[src/rtl/pc_fetch_unit_if.sv]
// Fetch-stage bus: ROM address/data, execute-side redirect controls,
// and the instruction presented to decode/execute.
interface pc_fetch_if #(
  parameter int ADDR_W = 11,
  parameter int DATA_W = 12
);
  logic [ADDR_W-1:0] rom_addr;
  logic [DATA_W-1:0] rom_q;
  logic              stall;
  logic              jump;
  logic              call;
  logic              ret;
  logic [ADDR_W-1:0] jump_target;
  logic              skip;
  logic [DATA_W-1:0] instr;
  logic [ADDR_W-1:0] instr_pc;
  logic              instr_valid;
  logic              stack_ovf;
  logic              stack_unf;

  // Fetch unit side
  modport master (
    input  rom_q, stall, jump, call, ret, jump_target, skip,
    output rom_addr, instr, instr_pc, instr_valid, stack_ovf, stack_unf
  );

  // ROM / execute side
  modport slave (
    output rom_q, stall, jump, call, ret, jump_target, skip,
    input  rom_addr, instr, instr_pc, instr_valid, stack_ovf, stack_unf
  );
endinterface

[src/rtl/pc_fetch_unit.sv]
// Instruction fetch stage: program counter, return stack and ROM address
// generation. The ROM latches rom_addr on each edge, and fetch_addr_q latches
// the same value, so rom_q always holds the word for instr_pc.
module pc_fetch_unit #(
  parameter int ADDR_W      = 11,
  parameter int DATA_W      = 12,
  parameter int RESET_VEC   = 2047,
  parameter int STACK_DEPTH = 2,
  parameter int NOP_WORD    = 0
) (
  input  logic       clock,
  input  logic       reset,
  pc_fetch_if.master fetch_bus
);

  localparam int                DEPTH_W    = $clog2(STACK_DEPTH + 1);
  localparam logic [ADDR_W-1:0] RESET_ADDR = ADDR_W'(RESET_VEC);
  localparam logic [DATA_W-1:0] NOP_INSTR  = DATA_W'(NOP_WORD);
  localparam logic [DEPTH_W-1:0] FULL_DEPTH = DEPTH_W'(STACK_DEPTH);

  logic [ADDR_W-1:0]                  fetch_addr_q, fetch_addr_d;
  logic                               valid_q, valid_d;
  logic [STACK_DEPTH-1:0][ADDR_W-1:0] stack_q, stack_d;
  logic [DEPTH_W-1:0]                 depth_q, depth_d;
  logic                               ovf_q, ovf_d;
  logic                               unf_q, unf_d;

  logic              instr_valid_s;
  logic              ret_s;
  logic              jump_s;
  logic              push_s;
  logic              pop_s;
  logic [ADDR_W-1:0] seq_addr_s;

  // Redirects only count for an architectural word and never while stalled;
  // ret wins over jump/call when both are raised.
  assign instr_valid_s = valid_q & ~reset;
  assign ret_s         = fetch_bus.ret  & instr_valid_s & ~fetch_bus.stall;
  assign jump_s        = fetch_bus.jump & instr_valid_s & ~fetch_bus.stall & ~fetch_bus.ret;
  assign push_s        = jump_s & fetch_bus.call;
  assign pop_s         = ret_s;
  assign seq_addr_s    = fetch_addr_q + ADDR_W'(1);

  // Next fetch address by priority: reset, stall, return, jump, sequential.
  always_comb begin
    fetch_addr_d = seq_addr_s;
    if (reset) begin
      fetch_addr_d = RESET_ADDR;
    end else if (fetch_bus.stall) begin
      fetch_addr_d = fetch_addr_q;
    end else if (ret_s) begin
      fetch_addr_d = stack_q[0];
    end else if (jump_s) begin
      fetch_addr_d = fetch_bus.jump_target;
    end else begin
      fetch_addr_d = seq_addr_s;
    end
  end

  // Valid flag for the word fetched this edge: a skip squashes it.
  always_comb begin
    valid_d = 1'b1;
    if (fetch_bus.stall) begin
      valid_d = valid_q;
    end else if (fetch_bus.skip) begin
      valid_d = 1'b0;
    end else begin
      valid_d = 1'b1;
    end
  end

  // Return stack: pop shifts up and duplicates the bottom entry, push shifts
  // down and drops the oldest; depth saturates and misuse sets sticky flags.
  always_comb begin
    stack_d = stack_q;
    depth_d = depth_q;
    ovf_d   = ovf_q;
    unf_d   = unf_q;
    if (pop_s) begin
      for (int i = 0; i < STACK_DEPTH - 1; i++) begin
        stack_d[i] = stack_q[i+1];
      end
      if (depth_q == {DEPTH_W{1'b0}}) begin
        unf_d = 1'b1;
      end else begin
        depth_d = depth_q - DEPTH_W'(1);
      end
    end else if (push_s) begin
      for (int i = 1; i < STACK_DEPTH; i++) begin
        stack_d[i] = stack_q[i-1];
      end
      stack_d[0] = seq_addr_s;
      if (depth_q == FULL_DEPTH) begin
        ovf_d = 1'b1;
      end else begin
        depth_d = depth_q + DEPTH_W'(1);
      end
    end else begin
      stack_d = stack_q;
    end
  end

  // State registers with synchronous reset to the reset vector.
  always_ff @(posedge clock) begin
    if (reset) begin
      fetch_addr_q <= RESET_ADDR;
      valid_q      <= 1'b1;
      stack_q      <= '0;
      depth_q      <= {DEPTH_W{1'b0}};
      ovf_q        <= 1'b0;
      unf_q        <= 1'b0;
    end else begin
      fetch_addr_q <= fetch_addr_d;
      valid_q      <= valid_d;
      stack_q      <= stack_d;
      depth_q      <= depth_d;
      ovf_q        <= ovf_d;
      unf_q        <= unf_d;
    end
  end

  assign fetch_bus.rom_addr    = fetch_addr_d;
  assign fetch_bus.instr_pc    = fetch_addr_q;
  assign fetch_bus.instr_valid = instr_valid_s;
  assign fetch_bus.instr       = instr_valid_s ? fetch_bus.rom_q : NOP_INSTR;
  assign fetch_bus.stack_ovf   = ovf_q;
  assign fetch_bus.stack_unf   = unf_q;

endmodule

[src/flat_wrapper.sv]
// flat-port wrapper written by rule: the top's interface ports become plain ports
module pc_fetch_unit_flat 
#(
  parameter int ADDR_W      = 11,
  parameter int DATA_W      = 12,
  parameter int RESET_VEC   = 2047,
  parameter int STACK_DEPTH = 2,
  parameter int NOP_WORD    = 0
)
  (clock, reset, fetch_bus_rom_q, fetch_bus_stall, fetch_bus_jump, fetch_bus_call, fetch_bus_ret, fetch_bus_jump_target, fetch_bus_skip, fetch_bus_rom_addr, fetch_bus_instr, fetch_bus_instr_pc, fetch_bus_instr_valid, fetch_bus_stack_ovf, fetch_bus_stack_unf);
  pc_fetch_if #(.ADDR_W(ADDR_W), .DATA_W(DATA_W)) fetch_bus_i ();
  input  logic clock;
  input  logic reset;
  input wire logic [$bits(fetch_bus_i.rom_q)-1:0] fetch_bus_rom_q;
  input wire logic [$bits(fetch_bus_i.stall)-1:0] fetch_bus_stall;
  input wire logic [$bits(fetch_bus_i.jump)-1:0] fetch_bus_jump;
  input wire logic [$bits(fetch_bus_i.call)-1:0] fetch_bus_call;
  input wire logic [$bits(fetch_bus_i.ret)-1:0] fetch_bus_ret;
  input wire logic [$bits(fetch_bus_i.jump_target)-1:0] fetch_bus_jump_target;
  input wire logic [$bits(fetch_bus_i.skip)-1:0] fetch_bus_skip;
  output wire logic [$bits(fetch_bus_i.rom_addr)-1:0] fetch_bus_rom_addr;
  output wire logic [$bits(fetch_bus_i.instr)-1:0] fetch_bus_instr;
  output wire logic [$bits(fetch_bus_i.instr_pc)-1:0] fetch_bus_instr_pc;
  output wire logic [$bits(fetch_bus_i.instr_valid)-1:0] fetch_bus_instr_valid;
  output wire logic [$bits(fetch_bus_i.stack_ovf)-1:0] fetch_bus_stack_ovf;
  output wire logic [$bits(fetch_bus_i.stack_unf)-1:0] fetch_bus_stack_unf;
  assign fetch_bus_i.rom_q = fetch_bus_rom_q;
  assign fetch_bus_i.stall = fetch_bus_stall;
  assign fetch_bus_i.jump = fetch_bus_jump;
  assign fetch_bus_i.call = fetch_bus_call;
  assign fetch_bus_i.ret = fetch_bus_ret;
  assign fetch_bus_i.jump_target = fetch_bus_jump_target;
  assign fetch_bus_i.skip = fetch_bus_skip;
  assign fetch_bus_rom_addr = fetch_bus_i.rom_addr;
  assign fetch_bus_instr = fetch_bus_i.instr;
  assign fetch_bus_instr_pc = fetch_bus_i.instr_pc;
  assign fetch_bus_instr_valid = fetch_bus_i.instr_valid;
  assign fetch_bus_stack_ovf = fetch_bus_i.stack_ovf;
  assign fetch_bus_stack_unf = fetch_bus_i.stack_unf;
  pc_fetch_unit #(.ADDR_W(ADDR_W), .DATA_W(DATA_W), .RESET_VEC(RESET_VEC), .STACK_DEPTH(STACK_DEPTH), .NOP_WORD(NOP_WORD)) u_core (.clock(clock), .reset(reset), .fetch_bus(fetch_bus_i));
endmodule
[config.mk]
export PLATFORM = sky130hd
export DESIGN_NAME = pc_fetch_unit_flat
export DESIGN_NICKNAME = d
export VERILOG_FILES = /design/src/rtl/pc_fetch_unit_if.sv /design/src/rtl/pc_fetch_unit.sv /design/src/flat_wrapper.sv
export SDC_FILE = /design/constraint.sdc
export NUM_CORES = 1
export LEC_CHECK = 0
export BUFFER_PORTS_ARGS = -buffer_cell sky130_fd_sc_hd__buf_2
export CAP_MARGIN = 20
export CORE_MARGIN = 3
export CORE_UTILIZATION = 51
export DETAILED_ROUTE_END_ITERATION = 7
export PLACE_DENSITY = 0.84
export SKIP_LAST_GASP = 1
export SYNTH_ARGS = -nofsm -noshare
export SYNTH_HDL_FRONTEND = slang
export SYNTH_SLANG_ARGS = --single-unit
export TNS_END_PERCENT = 50
[constraint.sdc]
create_clock -name clock -period 1.8 [get_ports clock]
set_input_delay 0.18 -clock clock [delete_from_list [all_inputs] [get_ports clock]]
set_output_delay 0.18 -clock clock [all_outputs]
set_load 0.005 [all_outputs]
==> impl_metrics.yaml <==
outcome:
  outcome: "finished, violations left"
  violations: "setup timing"
cts:
  clk-insertion-delay-late_ns: 0.30
  cts_made_buffers: 5
  cts_tree: "yes"
  clock-sinks: 38
  root_buffer: "clkbuf_8"
  htreeDepth: 2
  clk_pin_slew_ns: 0.07
  hold_buffers: 0
  clockBufferDepth: 2
timing:
  worst_slack_ns: -0.224
  worst_slew_pin_slew_ns: 0.487
  rsz0062_at_grt: "yes"
  report.final.slew_viol_count: 0
  min_period_ns: 2.02
  relSlewSlack_pct: 67.2
  finalHoldViolations: 0
  finalCritPeriodShare_pct: 112
  worst_clock_skew_ns: 0.00842
  fmax_ghz: 0.494
  finalSetupViolations: 13
synth:
  syn_avg_cell_area_um2: 8.07
  syn_nets: 307
  async_flop_share_pct: 0
  syn_inst: 276
  ys_warn_count: 0
  ys_seq_area_share_pct: 34.2
  synth-edff-count: 0
  synth_cell_types: 52
  ys_seq_elements: 38
  synth_top_area_share_pct: 34.2
  syn_area_um2: 2230
  yosysTopAreaCell: "dfxtp_1"
  ys_top_cells_by_area: "dfxtp_1, nand2_1, a21oi_1, a31oi_1, and2_1"
  synth_ff_type: "dfxtp_1"
global_route:
  grt_max_degree: 26
  groute.usage.overall_pct: 30.0
  grt_pass1_wl_um: 12100
  antenna_found_initial: 0
  grt.overflow.total: 0
  grt_pass1_vias: 2448
power_and_ir_drop:
  power_density_nw_per_um2: 734
  finalPower_mw: 2.37
  p_leak_nw: 1.31
  ir_worst_vdd_mv: 0.497
drt:
  num_vias: 2735
  vias_per_cell: 6.42
  drc: 0
  wl_per_cell_um: 20.2
  wl_um: 8600
  ant_nets: 0
  drtIter0Drc: 368
  drtPass1Iterations: 5
placed_design:
  gp_congestion: 0.864
  dp_slack_ns: -0.00526
  hpwl_um: 5040
  place_area_um2: 2690
  dp_cells: 395
  port_buffers: 66
cells_and_area:
  final_net_count: 406
  fin_cells: 426
  final_area_um2: 3220
  n_fill_cell: 272
  drive_gt1_share_pct: 45.5
  synthToLayoutAreaGrowth_pct: 44.7
  area.sequential_um2: 793
  diodes: 0
  multi_input_area_um2: 1510
flow_run:
  cap_violations: 0
floorplan:
  die_area_um2: 5200
  core.rowCount: 23
  die_w_um: 72.1
  core_um2: 4120
  fp.dieH_um: 72.1
  start_util_pct: 54.1
  io_pins: 67
setup_path:
  startpoint_type: "flip-flop"
  critPathMaxFanout: 5
  critPathArrivalTime_ns: 1.84
  required_ns: 1.62
  path_class: "flip-flop to primary output"
  endpoint_kind: "primary output"
worst_hold_path:
  hold_path.class: "input port to flip-flop"
per-stage QoR:
step	utilization (%)	TNS [ns]	hold WS [ns]
after floorplan	-	0	0.347
after global placement	65.4	0	0.440
after detailed placement	65.4	-0.00526	0.455
after CTS	73.1	-1.02	0.187
after global routing	78.3	-3.04	0.181
final	78.3	-1.63	0.153
worst max-delay path: stages (launching register included):
cell and delay, ns:
dfxtp_4 0.38, nor3b_4 0.33, buf_4 0.19, and3_4 0.18, a211oi_2 0.05, o31ai_2 0.25, buf_2 0.17
final timing paths:
path / start / slack [ns] / cells past startpoint / end
worst min-delay path: fetch_bus_skip / 0.15 / 4 / u_core.valid_q
worst max register to register: u_core.valid_q / -0.17 / 8 / u_core.stack_q[2]
worst max-delay path: u_core.valid_q / -0.22 / 6 / fetch_bus_rom_addr[1]
worst min register to register: u_core.stack_q[19] / 0.47 / 2 / u_core.stack_q[19]
cell usage in the layout, fill, tap and decap left out, types with 5 or more instances in the layout:
master / instances
a21oi_1: 27
o21ai_1: 7
a31oi_1: 13
o22ai_1: 5
inv_1: 8
and2_1: 14
nor2_1: 9
buf_2: 67
dfxtp_1: 28
a211oi_2: 5
nor3b_1: 5
a22oi_1: 9
dfxtp_4: 8
o31ai_1: 5
clkbuf_8: 6
nand2b_1: 5
nand2_1: 36
o21ai_0: 5
buf_4: 40
routing by layer:
metal / part of all wire [%] / up-vias / global-route usage (%)
li1: - / 1205 / -
met1: 37 / 1269 / 36.0
met2: 49 / 206 / 51.6
met3: 8.9 / 55 / 7.76
met4: 5.2 / 0 / 10.9
met5: 0 / - / 0
sequential cells by signal, summed over array words and instances, names as in the netlist:
name / count
u_core.fetch_bus.instr_pc: 11
u_core.valid_q: 1
u_core.fetch_bus.stack_ovf: 1
u_core.fetch_bus.stack_unf: 1
u_core.stack_q: 22
u_core.depth_q: 2
power breakdown:
part	switching (mW)	internal, mW	leakage, nW
logic	0.396	0.376	0.955
clock network	0.334	0.308	0.0472
registers	0.0683	0.883	0.309
synth_stat cells, drive strengths merged, types with 2 or more instances:
| cell type | count |
|---|---|
| mux2i | 2 |
| and2 | 15 |
| xnor2 | 3 |
| a211oi | 6 |
| clkbuf | 7 |
| a21oi | 28 |
| o22ai | 6 |
| nor2 | 12 |
| o21ai | 16 |
| dfxtp | 38 |
| nor3b | 6 |
| a22oi | 9 |
| inv | 9 |
| nand3 | 4 |
| nand4 | 2 |
| buf | 15 |
| o31ai | 7 |
| nand2b | 5 |
| nand3b | 2 |
| nor4 | 3 |
| nand2 | 39 |
| and4bb | 2 |
| xor2 | 2 |
| a221oi | 2 |
| and3 | 4 |
| a221o | 2 |
| a31oi | 16 |
layout make-up:
cell class	instances	share of cell area (%)
flip-flops and latches	38	24.6
multi-input cells	207	46.8
well taps	50	1.94
clock buffers	6	2.56
clock inverters	2	0.388
inverters	9	1.05
repair buffers	114	22.7
logic make-up (layout without fill, tap and decap cells):
| group | Yosys count | after routing | synth area share [%] |
|---|---|---|---|
| flops | 38 | 38 | 34.2 |
| mux | 2 | 2 | 0.899 |
| simple gates | 100 | 100 | 25.4 |
| fa+ha+maj | 1 | 1 | 0.562 |
| compound gates | 99 | 99 | 29.1 |
| buf+inv | 31 | 131 | 7.92 |
| xor+xnor | 5 | 5 | 1.97 |
repair_timing:
item,in CTS,in global routing
setup endpoints to repair,11,17
gates cloned,1,0
pin swaps,9,11
buffers inserted,10,12
gates resized for setup,34,33
(Power assumes the default switching activity.)
